===== src/rtl/pueo_l2_trigctrl.sv =====
// pueo_l2_trigctrl
// Sequencing controller for the L2 trigger stage. Accepts L2 master
// triggers while live, applies a programmable holdoff and buffer-credit
// deadtime, numbers accepted events and hands them to the event builder
// over valid/ready, tracks buffer occupancy until readout releases each
// buffer, and accumulates dead-time / rejected-trigger statistics.
//
// Ports:
//   clk_i, rst_n_i        clock, asynchronous active-low reset
//   ce_i                  sysclk_x2 enable; triggers and holdoff ticks qualified on it
//   run_i, clr_i          run enable level, statistics clear pulse (IDLE, occupancy 0 only)
//   holdoff_len_i         holdoff length in ce_i ticks, sampled at accept
//   trig_i                L2 master trigger pulse
//   holdoff_o, dead_o     registered feedback to the L2 stage
//   evt_valid_o/ready_i   event-number handshake, evt_num_o = oldest un-emitted event
//   buf_release_i         readout freed one buffer
//   occupancy_o           buffers accepted but not yet released
//   dead_cnt_o, rej_cnt_o saturating statistics counters
//   err_o                 sticky error (illegal release or rejected trigger)
module pueo_l2_trigctrl #(
    parameter int NBUF       = 4,
    parameter int HOLD_BITS  = 16,
    parameter int EVNUM_BITS = 32
) (
    input  logic                  clk_i,
    input  logic                  rst_n_i,
    input  logic                  ce_i,
    input  logic                  run_i,
    input  logic                  clr_i,
    input  logic [HOLD_BITS-1:0]  holdoff_len_i,
    input  logic                  trig_i,
    output logic                  holdoff_o,
    output logic                  dead_o,
    output logic                  evt_valid_o,
    input  logic                  evt_ready_i,
    output logic [EVNUM_BITS-1:0] evt_num_o,
    input  logic                  buf_release_i,
    output logic [3:0]            occupancy_o,
    output logic [31:0]           dead_cnt_o,
    output logic [15:0]           rej_cnt_o,
    output logic                  err_o
);

    localparam logic [3:0] NBUF_L = 4'(NBUF);

    typedef enum logic [1:0] {
        IDLE  = 2'd0,
        ARMED = 2'd1,
        HOLD  = 2'd2
    } state_t;

    state_t                  state_r, state_nx_s;
    logic [HOLD_BITS-1:0]    hold_cnt_r, hold_cnt_nx_s;
    logic [EVNUM_BITS-1:0]   acc_num_r, emit_num_r, pending_s;
    logic [3:0]              occ_r, occ_nx_s;
    logic                    holdoff_r, dead_r, err_r;
    logic [31:0]             dead_cnt_r;
    logic [15:0]             rej_cnt_r;
    logic                    accept_s, reject_s, hs_s, rel_ok_s, rel_bad_s;
    logic                    clear_s, dead_tick_s, valid_s;

    // pending is bounded by NBUF, so its low nibble is the full value
    assign pending_s   = acc_num_r - emit_num_r;
    assign valid_s     = (pending_s != {EVNUM_BITS{1'b0}});
    assign hs_s        = valid_s & evt_ready_i;
    assign accept_s    = ce_i & trig_i & run_i & (state_r == ARMED) & (occ_r < NBUF_L);
    assign reject_s    = ce_i & trig_i & ~accept_s;
    // only buffers whose event number has already been emitted may be released
    assign rel_ok_s    = buf_release_i & (occ_r > pending_s[3:0]);
    assign rel_bad_s   = buf_release_i & ~rel_ok_s;
    assign clear_s     = clr_i & (state_r == IDLE) & (occ_r == 4'd0);
    assign dead_tick_s = ce_i & run_i & (dead_r | holdoff_r);

    // next state and holdoff counter
    always_comb begin
        state_nx_s    = state_r;
        hold_cnt_nx_s = hold_cnt_r;
        if (!run_i) begin
            state_nx_s    = IDLE;
            hold_cnt_nx_s = {HOLD_BITS{1'b0}};
        end else begin
            case (state_r)
                IDLE: begin
                    state_nx_s = ARMED;
                end
                ARMED: begin
                    if (accept_s && (holdoff_len_i != {HOLD_BITS{1'b0}})) begin
                        state_nx_s    = HOLD;
                        hold_cnt_nx_s = holdoff_len_i;
                    end else begin
                        state_nx_s = ARMED;
                    end
                end
                HOLD: begin
                    if (ce_i) begin
                        hold_cnt_nx_s = hold_cnt_r - HOLD_BITS'(1);
                        if (hold_cnt_r == HOLD_BITS'(1)) begin
                            state_nx_s = ARMED;
                        end else begin
                            state_nx_s = HOLD;
                        end
                    end else begin
                        state_nx_s = HOLD;
                    end
                end
                default: begin
                    state_nx_s    = IDLE;
                    hold_cnt_nx_s = {HOLD_BITS{1'b0}};
                end
            endcase
        end
    end

    // occupancy: accept adds a buffer, legal release frees one, both cancel
    always_comb begin
        occ_nx_s = occ_r;
        case ({accept_s, rel_ok_s})
            2'b10:   occ_nx_s = occ_r + 4'd1;
            2'b01:   occ_nx_s = occ_r - 4'd1;
            default: occ_nx_s = occ_r;
        endcase
    end

    // state, occupancy and registered L2 feedback (dead uses next-state values)
    always_ff @(posedge clk_i or negedge rst_n_i) begin
        if (!rst_n_i) begin
            state_r    <= IDLE;
            hold_cnt_r <= {HOLD_BITS{1'b0}};
            occ_r      <= 4'd0;
            holdoff_r  <= 1'b0;
            dead_r     <= 1'b1;
        end else begin
            state_r    <= state_nx_s;
            hold_cnt_r <= hold_cnt_nx_s;
            occ_r      <= occ_nx_s;
            holdoff_r  <= (state_nx_s == HOLD);
            dead_r     <= (state_nx_s == IDLE) | (occ_nx_s == NBUF_L);
        end
    end

    // event numbering, statistics and sticky error; clear has priority
    always_ff @(posedge clk_i or negedge rst_n_i) begin
        if (!rst_n_i) begin
            acc_num_r  <= {EVNUM_BITS{1'b0}};
            emit_num_r <= {EVNUM_BITS{1'b0}};
            dead_cnt_r <= 32'd0;
            rej_cnt_r  <= 16'd0;
            err_r      <= 1'b0;
        end else if (clear_s) begin
            acc_num_r  <= {EVNUM_BITS{1'b0}};
            emit_num_r <= {EVNUM_BITS{1'b0}};
            dead_cnt_r <= 32'd0;
            rej_cnt_r  <= 16'd0;
            err_r      <= 1'b0;
        end else begin
            if (accept_s) acc_num_r <= acc_num_r + EVNUM_BITS'(1);
            if (hs_s) emit_num_r <= emit_num_r + EVNUM_BITS'(1);
            if (dead_tick_s && (dead_cnt_r != 32'hFFFF_FFFF)) dead_cnt_r <= dead_cnt_r + 32'd1;
            if (reject_s && (rej_cnt_r != 16'hFFFF)) rej_cnt_r <= rej_cnt_r + 16'd1;
            if (reject_s || rel_bad_s) err_r <= 1'b1;
        end
    end

    assign holdoff_o   = holdoff_r;
    assign dead_o      = dead_r;
    assign evt_valid_o = valid_s;
    assign evt_num_o   = emit_num_r;
    assign occupancy_o = occ_r;
    assign dead_cnt_o  = dead_cnt_r;
    assign rej_cnt_o   = rej_cnt_r;
    assign err_o       = err_r;

endmodule


===== config.mk =====
export PLATFORM = sky130hd
export DESIGN_NAME = pueo_l2_trigctrl
export DESIGN_NICKNAME = d
export VERILOG_FILES = /design/src/rtl/pueo_l2_trigctrl.sv
export SDC_FILE = /design/constraint.sdc
export NUM_CORES = 1
export LEC_CHECK = 0
export CAP_MARGIN = 20
export CORE_UTILIZATION = 55
export CTS_CLUSTER_DIAMETER = 200
export DETAILED_ROUTE_END_ITERATION = 12
export MAX_ROUTING_LAYER = met4
export PLACE_DENSITY = 0.77
export SKIP_CTS_REPAIR_TIMING = 1
export SLEW_MARGIN = 10
export SYNTH_ARGS = -nofsm -noshare
export SYNTH_HDL_FRONTEND = slang
export SYNTH_SLANG_ARGS = --single-unit

===== constraint.sdc =====
create_clock -name clk_i -period 7.4 [get_ports clk_i]
set_input_delay 1.48 -clock clk_i [delete_from_list [all_inputs] [get_ports clk_i]]
set_output_delay 1.48 -clock clk_i [all_outputs]
set_load 0.02 [all_outputs]

[After elaboration in Yosys (flattened, before gate mapping)]
Index checks and enable logic that the tools add are counted.
Storage, ports and cells
  bits in registers: 137
  bits of input ports: 24
  output and inout port bits: 88
  logic and storage cells: 83
Cells by class
  add/subtract/negate cells: 8
  $lt $le $gt $ge: 2
  equal/unequal tests: 12
  muxes and demuxes: 20
  bitwise gates (word level): 16
  reductions and logical operators: 15
Operators with widths (number)
  32-bit 2-to-1 mux: 6
  32-bit by 1-bit adder with 32-bit output, second input constant: 3
  16-bit 2-to-1 mux: 5
  16-bit case mux with 3 select lines: 1
  32-bit != test, second input constant: 1
  32-bit nonzero test: 1
  32-bit subtractor: 1
  16-bit by 1-bit adder with 16-bit output, second input constant: 1
  16-bit by 1-bit == test with 1-bit output, second input constant: 1
  16-bit != test, second input constant: 1
  16-bit nonzero test: 1
  16-bit by 1-bit subtractor with 16-bit output, second input constant: 1
  1-bit AND: 12
  2-bit nonzero test: 5
  2-bit 2-to-1 mux: 4
  4-bit case mux with 2 select lines: 1
  2-bit == test, second input constant: 3
  2-bit case mux with 3 select lines: 1
  4-bit by 1-bit adder with 4-bit output, second input constant: 1
  2-bit by 1-bit == test with 1-bit output, second input constant: 2
  4-bit by 3-bit == test with 1-bit output, second input constant: 1
  4-bit greater-than comparator: 1
  2-bit zero test: 2
  4-bit zero test: 1
  11 further kinds: 16

[Depth between registers and ports, before layout]
  depth after elaboration: 10
  gate-level depth with buffers: 20
  mapped depth without buffers: 20

[Worst setup path before layout]
Ideal clock, no wire load.
  path kind: flip-flop to output port
  start point: register emit_num_r[0], in the netlist evt_num_o[0]
  end point: output port evt_valid_o
  arrival time: 3462 ps
  required time: 5920 ps
  path slack: 2458 ps
  cell stages (with the launch flop): 15
  path buffers: 1
  cell sequence: dfrtp_1 > ha_1 > inv_1 > fa_1 > a21o_1 > a221o_1 > buf_6 > xor2_1 > a21oi_1 > o211ai_1 > nor4_1 > nand3b_1 > nor3_1 > nand4_1 > or4b_2
On the way
  longest elaborated chain between the ends: 2
RTL lines
  start, declared: RTL line 54  | logic [EVNUM_BITS-1:0] acc_num_r, emit_num_r, pending_s;
  start signal, assigned: RTL line 145  | emit_num_r <= {EVNUM_BITS{1'b0}};
  start signal, assigned: RTL line 151  | emit_num_r <= {EVNUM_BITS{1'b0}};
  start signal, assigned: RTL line 157  | if (hs_s) emit_num_r <= emit_num_r + EVNUM_BITS'(1);
  32-bit subtractor: RTL line 63  | assign pending_s = acc_num_r - emit_num_r;
  32-bit nonzero test: RTL line 64  | assign valid_s = (pending_s != {EVNUM_BITS{1'b0}});
  end, declared: RTL line 34  | output logic evt_valid_o,
No other way between the ends.

[Worst setup path after layout]
Ends and elaborated chain as after synthesis.

==> flow_summary.ini <==
[die]
core-area_mm2 = 0.0174
die_area_mm2 = 0.0183
die_width_um = 135
design.portCount = 112
std_cell_rows = 48
initial_utilization_pct = 56.4
die_h_um = 135

[yosys]
postSynth.asyncResetShare_pct = 100
avgSynthCellArea_um2 = 8.28
gate_count_post_synth = 1181
syn-cell-area_mm2 = 0.00978
synth_seq_area_share_pct = 35.1
number_of_enable_type_register_cells_in_the_synthesized_netlist = 0
register_bit_count_reported_by_yosys = 137
yosys.cell_types.count = 77
synthFlopType = sky130_fd_sc_hd__dfrtp_1
yosys_warnings = 0
postSynthNetCount = 1255

[power]
ir_worst_vdd_mv = 0.173
finalPower_uw = 2830
total_leakage_power_uw = 0.00506
power.share.switching_pct = 39.0
p_comb_share_pct = 38.8
power.share.sequential_pct = 31.7
clock_power_share_pct = 29.5
net-switching-power_uw = 1100
power.internal_uw = 1720
pwr_density_cell_mw_per_mm2 = 245

[sta]
max_fclk_mhz = 162
final.setup_skew_ns = 0.00972
fin_setup_tns_ns = 0
post-route-period-util_pct = 83.6
drv_slew = 0
worstMarginPinSlew_ns = 1.08
final_hold_viol_count = 0
rsz0062_at_grt = false
setup_viol = 0
post-route-min-period_ns = 6.18
max-slew-margin-rel_pct = 27.7

[critical_path]
worst_setup_path_end_kind = output pin
slowest_stage = sky130_fd_sc_hd__or4b_2
path_depth = 14
crit_path_launch = evt_num_o[0]$_DFFE_PN0P_
timing.setup.critical_path_class = reg2out
crit_chain = ha_1 > inv_1 > fa_1 > a21o_1 > a221o_1 > xor2_1 > a21oi_1 > o211ai_1 > nor4_1 > nand3b_1 > nor3_1 > nand4_1 > or4b_2 > clkdlybuf4s50_1
worst_r2r_startpoint = evt_num_o[0]$_DFFE_PN0P_
worst-path-max-fanout = 8
reg2reg_slack_ns = 3.10
max_stage_delay_ns = 0.66
category_of_the_worst_setup_path_launch_point = register
setup.worst_path.end = evt_valid_o
crit_arrival_ns = 4.70
cp_data_required_time_ns = 5.92
number_of_buffer_and_inverter_instances_along_the_worst_setup_path = 2
timing.critical_path.max_delay_family = simple AND/OR/NAND/NOR gates
count_of_cells_along_the_worst_register_to_register_path = 14
critical_path.reg2reg.endpoint = evt_num_o[5]$_DFFE_PN0P_

[outcome]
run_status = finished, final reports clean

[drt]
detail_route.vias_per_cell = 6.19
drtIter0Drc = 796
dr_total_vias = 9280
drt-total-wl_mm = 26.5
drt-wirelength-per-cell_um = 17.7
post-route-drc-count = 0
detailed_routing_iteration_count_for_the_pre_antenna_repair_pass = 7
ant_nets = 0

[min_path]
worst_hold_path.num_cells = 2
hold_path.class = reg2reg

[grt]
number_of_global_route_vias_before_repair = 8621
number_of_antenna_violations_at_the_first_check_in_global_routing = 0
wire_length_of_the_first_global_routing_pass_mm = 43.4
grt_overflow = 0
track_usage_pct = 31.0
grt_start_max_net_pins = 98

[final_layout]
mostFrequentLayoutCell = sky130_fd_sc_hd__dfrtp_1
layout-area-overhead-vs-synth_pct = 18.1
fill_cells = 1415
postLayoutCoreUtil_pct = 66.5
drive_above_1_share_pct = 4.47
most-common-layout-cells = sky130_fd_sc_hd__dfrtp_1, sky130_fd_sc_hd__nor2_1, sky130_fd_sc_hd__nand2_1
antenna-diode-count = 0
finish.net_count = 1336

[clock_tree]
cts.sinks = 137
cts.clk_slew.worst_paths_ns = 0.07
numCtsBuffers = 17
cts_tree = yes
clk-insertion-delay-late_ns = 0.43
cts.root.buffer_cell = sky130_fd_sc_hd__clkbuf_16
h-tree-depth = 4
cts_max_path_buffers = 2

[placement]
place.port_buffers = 111
gp_congestion = 0.931
post-dp-hpwl_mm = 19.2

[job]
max-cap-violations = 0
-- logic make-up (layout without fill, tap and decap cells) --
group	after synthesis	after routing	share of synthesized area, %
AO/OA/AOI/OAI	280	280	18.6
flip-flops	137	137	35.1
multiplexers	24	24	2.49
AND/OR/NAND/NOR	494	494	25.2
XOR/XNOR	82	82	7.34
adder cells (fa/ha/maj)	50	50	6.55
buffers and inverters	114	208	4.75
-- power groups by stage --
stage	clock [uW]	sequential (uW)	combinational [uW]
floorplan	0	953	701
global placement	0	904	1070
detailed placement	0	908	1080
CTS	845	896	1090
global route	879	909	1210
finish	834	896	1100
-- metal layers --
layer	global-route usage [%]	vias to the layer above	part of all wire (%)
met5	-	-	0
met1	42.2	4509	47
met4	10.4	0	2.6
li1	-	4427	-
met2	45.0	296	44
met3	7.33	48	6.6
-- worst reg2reg max path: stages (launching register included) --
cell and delay (ns):
sky130_fd_sc_hd__dfrtp_1 0.46, sky130_fd_sc_hd__ha_1 0.20, sky130_fd_sc_hd__inv_1 0.05, sky130_fd_sc_hd__fa_1 0.40, sky130_fd_sc_hd__a21o_1 0.21, sky130_fd_sc_hd__a221o_1 0.46
sky130_fd_sc_hd__xor2_1 0.23, sky130_fd_sc_hd__a2111oi_2 0.38, sky130_fd_sc_hd__o2111ai_1 0.16, sky130_fd_sc_hd__a2111oi_1 0.38, sky130_fd_sc_hd__nand4_1 0.22, sky130_fd_sc_hd__nor4b_4 0.24
sky130_fd_sc_hd__buf_4 0.43, sky130_fd_sc_hd__o21ai_0 0.24, sky130_fd_sc_hd__a21oi_1 0.16
-- registers in the layout, summed over array words and instances, names as in the netlist --
register,count
acc_num_r,32
dead_cnt_o,32
dead_o,1
err_o,1
evt_num_o,32
hold_cnt_r,16
holdoff_o,1
occupancy_o,4
rej_cnt_o,16
state_r,2
-- metrics by stage --
step / setup slack, ns / std cells / instance area (um^2) / hold slack (ns)
global route: 0.923 / 1500 / 11500 / 0.536
CTS: 1.24 / 1500 / 11500 / 0.508
floorplan: 2.46 / 1181 / 9780 / 0.461
global placement: 1.76 / 1468 / 11000 / 0.489
detailed placement: 1.69 / 1468 / 11000 / 0.491
finish: 1.22 / 1500 / 11500 / 0.503
-- synthesized netlist by cell type, types with 4 or more instances --
master | n | share of area (%)
sky130_fd_sc_hd__mux2i_1 | 21 | 2.1
sky130_fd_sc_hd__a21boi_0 | 4 | 0.31
sky130_fd_sc_hd__buf_1 | 5 | 0.19
sky130_fd_sc_hd__nor3_1 | 27 | 1.4
sky130_fd_sc_hd__buf_2 | 4 | 0.20
sky130_fd_sc_hd__o221ai_1 | 6 | 0.54
sky130_fd_sc_hd__or4_1 | 10 | 0.77
sky130_fd_sc_hd__nand3b_1 | 4 | 0.31
sky130_fd_sc_hd__nand4_1 | 37 | 2.4
sky130_fd_sc_hd__ha_1 | 48 | 6.1
sky130_fd_sc_hd__o21a_1 | 11 | 0.84
sky130_fd_sc_hd__xnor2_1 | 36 | 3.2
sky130_fd_sc_hd__nand2_1 | 128 | 4.9
sky130_fd_sc_hd__and4_1 | 13 | 1.2
sky130_fd_sc_hd__dfrtp_1 | 136 | 35
sky130_fd_sc_hd__clkbuf_1 | 39 | 1.5
sky130_fd_sc_hd__nand2b_1 | 12 | 0.77
sky130_fd_sc_hd__inv_1 | 61 | 2.3
sky130_fd_sc_hd__and2_1 | 9 | 0.58
sky130_fd_sc_hd__a211oi_1 | 9 | 0.69
sky130_fd_sc_hd__and3_1 | 19 | 1.2
sky130_fd_sc_hd__o211ai_1 | 9 | 0.69
sky130_fd_sc_hd__a22oi_1 | 7 | 0.54
sky130_fd_sc_hd__nand3_1 | 37 | 1.9
sky130_fd_sc_hd__or2_2 | 5 | 0.32
sky130_fd_sc_hd__a2111oi_0 | 6 | 0.54
sky130_fd_sc_hd__xor2_1 | 46 | 4.1
sky130_fd_sc_hd__o21bai_1 | 5 | 0.38
sky130_fd_sc_hd__nor2_1 | 128 | 4.9
sky130_fd_sc_hd__nor2b_1 | 10 | 0.64
sky130_fd_sc_hd__a21o_1 | 20 | 1.5
sky130_fd_sc_hd__or3_1 | 26 | 1.7
sky130_fd_sc_hd__a21oi_1 | 77 | 3.9
sky130_fd_sc_hd__o22ai_1 | 4 | 0.26
sky130_fd_sc_hd__nor4_1 | 16 | 1.0
sky130_fd_sc_hd__o31ai_1 | 9 | 0.69
sky130_fd_sc_hd__a31oi_1 | 7 | 0.45
sky130_fd_sc_hd__buf_6 | 4 | 0.46
sky130_fd_sc_hd__o21ai_0 | 69 | 3.5
-- area by class of cell --
| cell class | count | area [um^2] | area share (%) |
|---|---|---|---|
| clock inverters | 15 | 151 | 1.31 |
| flip-flops and latches | 137 | 3430 | 29.7 |
| multi-input cells | 930 | 5890 | 51.0 |
| inverters | 61 | 229 | 1.98 |
| repair buffers | 115 | 1140 | 9.89 |
| clock buffers | 17 | 425 | 3.68 |
| well taps | 225 | 282 | 2.44 |
-- how the worst min path moves through the flow --
stage                                 to                      start  slack [ns]
2_1_floorplan  hold_cnt_r[7]$_DFFE_PN0P_  hold_cnt_r[7]$_DFFE_PN0P_        0.46
4_1_cts        hold_cnt_r[7]$_DFFE_PN0P_  hold_cnt_r[7]$_DFFE_PN0P_        0.51
6_report       hold_cnt_r[7]$_DFFE_PN0P_  hold_cnt_r[7]$_DFFE_PN0P_        0.50
3_3_place_gp   hold_cnt_r[7]$_DFFE_PN0P_  hold_cnt_r[7]$_DFFE_PN0P_        0.49
3_5_place_dp   hold_cnt_r[7]$_DFFE_PN0P_  hold_cnt_r[7]$_DFFE_PN0P_        0.49
5_1_grt        hold_cnt_r[6]$_DFFE_PN0P_  hold_cnt_r[6]$_DFFE_PN0P_        0.54
Note: power is estimated with default switching activity, not from simulation.
==> RTL edit, RTL diff (config.mk and constraints unchanged) <==
Change the parameter `EVNUM_BITS` from 32 to 28.
--- a/src/rtl/pueo_l2_trigctrl.sv
+++ b/src/rtl/pueo_l2_trigctrl.sv
@@ -21,5 +21,5 @@
     parameter int NBUF       = 4,
     parameter int HOLD_BITS  = 16,
-    parameter int EVNUM_BITS = 32
+    parameter int EVNUM_BITS = 28
 ) (
     input  logic                  clk_i,
Ports: changed (resized evt_num_o); port bits go from 112 to 108. No check against the original RTL was run, so the function may have changed too.
==> RTL edit against the original RTL <==
Register-to-register slack improved by 220 ps; worst hold slack hardly changed; total power down 5.3%; die area decreased by 10%; setup slack improved by 41 ps; area after synthesis fell by 10%; via count shrank 13%; count of clock-buffer cells in the layout increased by 4; routed wire length fell by 15%; critical path type unchanged; synthesized cell count fell by 12%; clock power fell by 7.1%; sequential cell count down 8; cell area is 9.2% lower.
==> RTL edit: results (changes against the original RTL) <==
[run_status]
outcome = complete, no violations  ; unchanged

[routing]
routed_wl_mm = 22.6  ; was 26.5 mm
dr.pass1.iters = 5  ; was 7
vias = 8107  ; was 9280
drt_iter0_drc = 604  ; was 796

[place]
dp_hpwl_mm = 16.4  ; was 19.2 mm
port_buffers = 107  ; was 111
place.gp.congestion = 0.918  ; was 0.931

[global_route]
grt_use_total = 0.295  ; was 0.310
grt_pass1_wl_mm = 37.3  ; was 43.4 mm
antenna_found_initial = 0  ; unchanged
grt_pass1_vias = 7496  ; was 8621

[synth]
ys_seq_area_frac = 0.369  ; was 0.351
synthTopCellsByArea = dfrtp_1 (37%), ha_1 (6.3%), nor2_1 (4.9%)  ; was dfrtp_1 (35%), ha_1 (6.1%), nand2_1 (4.9%)
netlist_top_cells_count = dfrtp_1 (128), nor2_1 (115), nand2_1 (102), a21oi_1 (68), o21ai_0 (56)  ; was dfrtp_1 (136), nand2_1 (128), nor2_1 (128), a21oi_1 (77), o21ai_0 (69)
synthArstFlopShare = 1.00  ; unchanged
synth_cell_types = 72  ; was 77
yosysWarnings = 0  ; unchanged
syn-num-nets = 1106  ; was 1255

[cts]
cts_root_buf = clkbuf_16  ; unchanged
insertion_delay_ps = 420
cts_made_buffers = 17  ; unchanged
cts.path.max_buffers = 2  ; unchanged
cts.clk_slew.worst_paths_ps = 60
cts_max_level = 4  ; unchanged

[critical_path]
crit_slowest_cell = clkdlybuf4s50_1  ; was or4b_2
cp_max_fo = 7  ; was 8
crit_family = simple AND/OR/NAND/NOR gates  ; unchanged
max_stage_delay_ps = 550  ; was 660 ps
cp.arrival_ps = 4660  ; was 4700 ps

[finish]
nNetsFinal = 1198  ; was 1336
n_fill_cell = 1268  ; was 1415
n_antenna_cell = 0  ; unchanged
largest_reg_flops = 32
drive_above_1_share = 0.0395  ; was 0.0447

[power_and_ir_drop]
vdd_drop_max_uv = 207  ; was 173 µV
p_leak_nw = 4.58  ; was 5.06 nW

[sta]
relSlewSlack = 0.300  ; was 0.277
fin_skew_ps = 12.5  ; was 9.72 ps

[hold_path]
hold_path.class = flop to flop  ; unchanged

==> RTL edit: worst reg2reg max path, delay by kind of cell (launching register included) <==
kind	cells	cell delay (ps)
compound gates	5	1380
mux	1	180
buf+inv	1	60
xor+xnor	1	170
flops	1	460
simple gates	3	1120
fa+ha+maj	2	620
==> RTL edit: metal layers <==
metal  global-route usage  vias to the layer above  wire, µm
li1                     -                     3930         -
met1                0.407                     3897     10500
met2                0.440                      246     10300
met3               0.0584                       34      1490
met4               0.0886                        0       382
met5                    -                        -         0
==> RTL edit: final cells by class <==
cell class              count  share of cell area
clock buffers              21              0.0429
clock inverters            10             0.00847
inverters                  52              0.0186
multi-input cells         818               0.493
flip-flops and latches    129               0.308
well taps                 211              0.0252
repair buffers            110               0.104
==> RTL edit: cells by family after synthesis <==
group                    count (synthesis)  synth area share
flip-flops                             129             0.369
AO/OA/AOI/OAI                          225             0.161
XOR/XNOR                                83            0.0830
buffers and inverters                   89            0.0414
multiplexers                            14            0.0161
AND/OR/NAND/NOR                        450             0.262
adder cells (fa/ha/maj)                 46            0.0674
==> RTL edit: worst paths after layout <==
check | endpoint | from | depth (start not counted) | slack, ps
worst max register to register | evt_num_o[12] | evt_num_o[0] | 13 | 3320
min in group asynchronous | evt_num_o[27] | rst_n_i | 1 | 1030
worst min register to register | hold_cnt_r[11] | hold_cnt_r[11] | 2 | 500
worst max-delay path | evt_valid_o | evt_num_o[0] | 13 | 1260
worst min-delay path | hold_cnt_r[11] | hold_cnt_r[11] | 2 | 500
max in group asynchronous | acc_num_r[0] | rst_n_i | 2 | 5100
==> RTL edit: metrics by stage <==
stage / hold slack [ps] / std cells / setup WS, ps / power (mW) / instance area, µm²
final: 503 / 1351 / 1260 / 2.68 / 10500
after global routing: 552 / 1351 / 1070 / 2.83 / 10500
after CTS: 505 / 1350 / 1270 / 2.67 / 10500
after detailed placement: 493 / 1319 / 1740 / 1.90 / 9940
after global placement: 492 / 1319 / 1760 / 1.88 / 9940
after floorplan: 463 / 1036 / 2340 / 1.58 / 8760
==> RTL edit: where the power goes <==
| group | internal (mW) | total (mW) | leakage [nW] | switching, mW |
|---|---|---|---|---|
| Sequential | 0.775 | 0.865 | 1.76 | 0.0894 |
| Clock | 0.466 | 0.775 | 0.266 | 0.308 |
| Combinational | 0.464 | 1.04 | 2.56 | 0.572 |
| Total | 1.71 | 2.68 | 4.58 | 0.970 |
